File: config.mk
export PLATFORM = sky130hd
export DESIGN_NAME = sonic_st_timing_adapter_fifo_flat
export DESIGN_NICKNAME = d
export VERILOG_FILES = /design/src/rtl/sonic_st_timing_adapter_fifo_if.sv /design/src/rtl/sonic_st_timing_adapter_fifo.sv /design/src/flat_wrapper.sv
export SDC_FILE = /design/constraint.sdc
export NUM_CORES = 1
export LEC_CHECK = 0
export ABC_AREA = 1
export CAP_MARGIN = 0
export CORE_UTILIZATION = 50
export DETAILED_ROUTE_END_ITERATION = 7
export PLACE_DENSITY = 0.79
export SLEW_MARGIN = 5
export SYNTH_ARGS = -nofsm -noshare
export SYNTH_HDL_FRONTEND = slang
export SYNTH_SLANG_ARGS = --single-unit
File: constraint.sdc
create_clock -name clk -period 4.7 [get_ports clk]
set_clock_uncertainty 0.2 [all_clocks]
set_input_delay 0.94 -clock clk [delete_from_list [all_inputs] [get_ports clk]]
set_output_delay 0.94 -clock clk [all_outputs]
set_load 0.01 [all_outputs]
File: src/rtl/sonic_st_timing_adapter_fifo_if.sv
// Avalon-ST beat channel (valid/data/error/ready) used on both sides of the
// timing adapter FIFO.
interface sonic_st_timing_adapter_fifo_if #(
  parameter int DATA_W = 40,
  parameter int ERR_W  = 7
);
  logic              valid;
  logic [DATA_W-1:0] data;
  logic [ERR_W-1:0]  error;
  logic              ready;

  modport master (output valid, data, error, input  ready);
  modport slave  (input  valid, data, error, output ready);
endinterface

File: src/rtl/sonic_st_timing_adapter_fifo.sv
// Avalon-ST timing adapter: buffers beats in a DEPTH-entry FIFO, honours an
// upstream ready latency of IN_RL, and drops/counts beats that arrive while full.
module sonic_st_timing_adapter_fifo #(
  parameter int DATA_W = 40,
  parameter int ERR_W  = 7,
  parameter int DEPTH  = 8,
  parameter int IN_RL  = 0,
  parameter int CNT_W  = 16
) (
  input  logic                         clk,
  input  logic                         reset,
  sonic_st_timing_adapter_fifo_if.slave  in_st,
  sonic_st_timing_adapter_fifo_if.master out_st,
  output logic [$clog2(DEPTH):0]       fill_level,
  output logic                         overflow,
  output logic [CNT_W-1:0]             overflow_cnt
);

  localparam int AW = $clog2(DEPTH);
  localparam int FW = AW + 1;
  localparam logic [FW-1:0]    FULL    = FW'(DEPTH);
  localparam logic [CNT_W-1:0] CNT_MAX = '1;

  typedef struct packed {
    logic [ERR_W-1:0]  error;
    logic [DATA_W-1:0] data;
  } beat_t;

  beat_t            mem_q [DEPTH];
  logic [AW-1:0]    wr_ptr_q, wr_ptr_d;
  logic [AW-1:0]    rd_ptr_q, rd_ptr_d;
  logic [FW-1:0]    fill_q, fill_d;
  logic             in_ready_q, in_ready_d;
  logic             overflow_q, overflow_d;
  logic [CNT_W-1:0] cnt_q, cnt_d;
  logic             pop, wr_en, drop;

  // NOTE: every signal gets a value on every path here, so no latch is inferred.
  always_comb begin
    pop        = (fill_q != '0) && out_st.ready;
    wr_en      = in_st.valid && ((fill_q != FULL) || pop);
    drop       = in_st.valid && !wr_en;
    wr_ptr_d   = wr_en ? wr_ptr_q + 1'b1 : wr_ptr_q;
    rd_ptr_d   = pop   ? rd_ptr_q + 1'b1 : rd_ptr_q;
    fill_d     = fill_q;
    if (wr_en && !pop)      fill_d = fill_q + 1'b1;
    else if (pop && !wr_en) fill_d = fill_q - 1'b1;
    // Keep IN_RL slots free for beats already in flight when ready drops.
    in_ready_d = (DEPTH - int'(fill_d)) > IN_RL;
    overflow_d = drop;
    cnt_d      = (drop && (cnt_q != CNT_MAX)) ? cnt_q + 1'b1 : cnt_q;
  end

  always_ff @(posedge clk) begin
    if (reset) begin
      wr_ptr_q   <= '0;
      rd_ptr_q   <= '0;
      fill_q     <= '0;
      in_ready_q <= 1'b1;
      overflow_q <= 1'b0;
      cnt_q      <= '0;
    end else begin
      wr_ptr_q   <= wr_ptr_d;
      rd_ptr_q   <= rd_ptr_d;
      fill_q     <= fill_d;
      in_ready_q <= in_ready_d;
      overflow_q <= overflow_d;
      cnt_q      <= cnt_d;
    end
  end

  // NOTE: storage is deliberately not reset; pointers and fill decide which entries are live.
  always_ff @(posedge clk) begin
    if (wr_en) mem_q[wr_ptr_q] <= '{error: in_st.error, data: in_st.data};
  end

  assign in_st.ready   = in_ready_q;
  assign out_st.valid  = (fill_q != '0);
  assign out_st.data   = mem_q[rd_ptr_q].data;
  assign out_st.error  = mem_q[rd_ptr_q].error;
  assign fill_level    = fill_q;
  assign overflow      = overflow_q;
  assign overflow_cnt  = cnt_q;

endmodule
File: src/flat_wrapper.sv
// flat-port wrapper written by rule: the top's interface ports become plain ports
module sonic_st_timing_adapter_fifo_flat 
#(
  parameter int DATA_W = 40,
  parameter int ERR_W  = 7,
  parameter int DEPTH  = 8,
  parameter int IN_RL  = 0,
  parameter int CNT_W  = 16
)
  (clk, reset, fill_level, overflow, overflow_cnt, in_st_valid, in_st_data, in_st_error, in_st_ready, out_st_valid, out_st_data, out_st_error, out_st_ready);
  sonic_st_timing_adapter_fifo_if #(.DATA_W(DATA_W), .ERR_W(ERR_W)) in_st_i ();
  sonic_st_timing_adapter_fifo_if #(.DATA_W(DATA_W), .ERR_W(ERR_W)) out_st_i ();
  input  logic clk;
  input  logic reset;
  output logic [$clog2(DEPTH):0] fill_level;
  output logic overflow;
  output logic [CNT_W-1:0] overflow_cnt;
  input wire logic [$bits(in_st_i.valid)-1:0] in_st_valid;
  input wire logic [$bits(in_st_i.data)-1:0] in_st_data;
  input wire logic [$bits(in_st_i.error)-1:0] in_st_error;
  output wire logic [$bits(in_st_i.ready)-1:0] in_st_ready;
  output wire logic [$bits(out_st_i.valid)-1:0] out_st_valid;
  output wire logic [$bits(out_st_i.data)-1:0] out_st_data;
  output wire logic [$bits(out_st_i.error)-1:0] out_st_error;
  input wire logic [$bits(out_st_i.ready)-1:0] out_st_ready;
  assign in_st_i.valid = in_st_valid;
  assign in_st_i.data = in_st_data;
  assign in_st_i.error = in_st_error;
  assign in_st_ready = in_st_i.ready;
  assign out_st_valid = out_st_i.valid;
  assign out_st_data = out_st_i.data;
  assign out_st_error = out_st_i.error;
  assign out_st_i.ready = out_st_ready;
  sonic_st_timing_adapter_fifo #(.DATA_W(DATA_W), .ERR_W(ERR_W), .DEPTH(DEPTH), .IN_RL(IN_RL), .CNT_W(CNT_W)) u_core (.clk(clk), .reset(reset), .in_st(in_st_i), .out_st(out_st_i), .fill_level(fill_level), .overflow(overflow), .overflow_cnt(overflow_cnt));
endmodule
==> metrics.log <==
INFO  metric layout.area.seq = 0.0119 sq mm
INFO  metric tritoncts = done
INFO  metric grt_pass1_vias = 9994
INFO  metric timing_max_transition_violations_final = 0
INFO  metric drt_wl_total = 34800 um
INFO  metric mostFrequentLayoutCells = edfxtp_1 (376), nor2_1 (361), o21ai_0 (203)
INFO  metric synthesis.area_per_instance = 12.3 sq um
INFO  metric synthToLayoutAreaGrowth = 17.7%
INFO  metric overall_via_count_from_detail_route = 10.4k
INFO  metric timing.critical_path.to_type = output port
INFO  metric fillers = 2395
INFO  metric postLayoutCellArea = 0.0190 sq mm
INFO  metric globalplace.congestion = 0.797
INFO  metric fraction_of_layout_instances_using_a_drive_strength_above_1 = 8.37%
INFO  metric via_per_inst = 5.61
INFO  metric max_cap_violations = 0
INFO  metric synth_top_flop_cell = edfxtp_1
INFO  metric clkSinkCount = 407
INFO  metric worstSetupPathType = reg -> out
INFO  metric ios = 121
INFO  metric post_layout_min_period = 4290 ps
INFO  metric drc_errors = 0
INFO  metric rsz0062_at_grt = no
INFO  metric timing.reg2reg.setup_slack = 1820 ps
INFO  metric cp.required = 3560 ps
INFO  metric number_of_flops_mapped_to_enable_cells_by_yosys = 376
INFO  metric worstSkewPairLatency = 530 ps
INFO  metric layout_worst_path_cycle_share = 91.2%
INFO  metric tns = 0 ps
INFO  metric path_clk_slew = 60 ps
INFO  metric grt_util_overall = 21.2%
INFO  metric first_pass_iters = 5
INFO  metric timing.final.hold_violations = 0
INFO  metric power.static_leakage = 0.00628 uW
INFO  metric critPathMaxStageDelay = 640 ps
INFO  metric status = completed
INFO  metric mostFrequentLayoutCell = edfxtp_1
INFO  metric ys_seq_elements = 407
INFO  metric multiInputGateArea = 0.00380 sq mm
INFO  metric post_cts_hold_buffer_count = 0
INFO  metric core_region_area = 0.0317 sq mm
INFO  metric die_width = 182 um
INFO  metric worst_pin_slew = 860 ps
INFO  metric postCtsSetupRepairBufs = 0
INFO  metric initial_antenna_violation_count = 2
INFO  metric globalRouteOverflowTotal = 0
INFO  metric htreeDepth = 2
INFO  metric die_area = 0.0331 sq mm
INFO  metric postRouteAntennaNets = 0
INFO  metric critPathArrivalTime = 3150 ps
INFO  metric number_of_nets_in_the_synthesized_netlist = 1371
INFO  metric synth_cells = 1315
INFO  metric wire_length_of_the_first_global_routing_pass = 54100 um
INFO  metric vdd_ir_drop_max = 297 uV
INFO  metric async_flop_share = 0%
INFO  metric hold_path_depth = 1
INFO  metric floorplan.rows = 65
INFO  metric setup_viol = 0
INFO  metric seq_area_frac_synth = 73.7%
INFO  metric chipHeight = 182 um
INFO  metric cp_max_fo = 59
INFO  metric max_clock_freq = 233 MHz
INFO  metric finish.net_count = 1482
INFO  metric detailedRoute.firstIterationViolations = 800
INFO  metric max_slew_margin = 42.7%
INFO  metric number_of_clock_buffers_inserted_by_tritoncts = 41
INFO  metric post_cts_resized = 0
INFO  metric hold_crit_class = reg -> reg
INFO  metric netlist-cell-type-count = 31
INFO  metric buffers_on_ports = 120
INFO  metric placedInstanceArea = 0.0178 sq mm
INFO  metric reg2reg_depth = 10
INFO  metric detail_route.wl_per_cell = 18.7 um
INFO  metric start_kind = register
INFO  metric initial_core_util = 51.0%
INFO  metric synth_area = 0.0162 sq mm
INFO  metric cts-root-to-sink-buffers = 3
INFO  metric clk_root_buffer_cell = clkbuf_16
INFO  metric dp_hpwl = 18600 um
INFO  metric grt_start_max_net_pins = 85
INFO  metric path_cells = buf_4, o21ai_0, o22ai_1, nor2_1, a31oi_1, clkdlybuf4s50_1
INFO  metric yosys_warnings = 0
INFO  metric crit_path_top_delay_cell = clkdlybuf4s50_1
INFO  metric cellPowerDensity = 472 mW/mm^2
final cells by class:
cell class              count  area share [%]
flip-flops and latches    407            62.6
repair buffers            143            7.61
multi-input cells         800            20.0
clock buffers              49            5.55
inverters                  33           0.684
well taps                 402            2.64
clock inverters            25           0.907
diodes                      2          0.0263
worst paths after layout:
| path | startpoint | endpoint |
|---|---|---|
| worst max register to register | u_core.fill_level[0]$_SDFF_PP0_ | u_core.mem_q[1][43]$_DFFE_PP_ |
| worst min register to register | u_core.rd_ptr_q[2]$_SDFFE_PP0N_ | register |
| worst max-delay path | register | out_st_error[2] |
| worst min-delay path | u_core.rd_ptr_q[2]$_SDFFE_PP0N_ | register |
layer usage:
layer	track usage, %	vias up	part of all wire, %
met4	6.95	0	2.3
met5	0	-	0
li1	-	4933	-
met3	3.27	77	6.1
met2	35.7	387	49
met1	28.2	5041	43
power breakdown:
| group | internal (uW) | total, uW | switching, uW |
|---|---|---|---|
| sequential | 4090 | 4160 | 66.0 |
| combinational | 738 | 1820 | 1090 |
| clock | 1710 | 3010 | 1290 |
kinds of logic after synthesis:
family          after synthesis  share of synthesized area [%]
compound gates              320                           10.9
simple gates                466                           11.4
xor+xnor                      9                          0.488
buf+inv                     108                           3.19
fa+ha+maj                     5                          0.387
flops                       407                           73.7
worst max-delay path: cells and delay by family, from the launching register on:
family	cells	cell delay, ps
flip-flops	1	480
buffers and inverters	2	1250
AND/OR/NAND/NOR	1	60
AO/OA/AOI/OAI	3	820
Yosys cell counts, types with 10 or more instances:
| cell type | instances | area [sq um] |
|---|---|---|
| edfxtp_1 | 376 | 11300 |
| nor2_1 | 369 | 1390 |
| o21ai_0 | 203 | 1020 |
| nand2_1 | 61 | 229 |
| a31oi_1 | 47 | 294 |
| o22ai_1 | 47 | 294 |
| clkbuf_1 | 43 | 161 |
| dfxtp_1 | 31 | 621 |
| inv_1 | 28 | 105 |
| buf_2 | 17 | 85.1 |
| a21oi_1 | 13 | 65.1 |
| nand2_2 | 11 | 68.8 |
| nand3_1 | 10 | 50.1 |
sequential cells by signal (all words and copies together), names as in the netlist, named ones only:
register and cells:
u_core.rd_ptr_q 3, u_core.in_st.ready 1, u_core.overflow_cnt 16, u_core.fill_level 2, u_core.wr_ptr_q 3, u_core.overflow 1, u_core.mem_q 376
through the flow:
stage / cells / hold WS [ps] / util [%] / worst slack [ps] / total power, uW
detailed placement: 1785 / 236 / 56.1 / 935 / 6060
global placement: 1785 / 225 / 56.1 / 968 / 6010
global route: 1861 / 265 / 60.0 / 207 / 9370
floorplan: 1315 / 212 / - / 720 / 5290
CTS: 1859 / 244 / 60.0 / 353 / 9040
finish: 1861 / 239 / 60.0 / 412 / 8990
No activity file was read; power rests on OpenSTA's default activity.
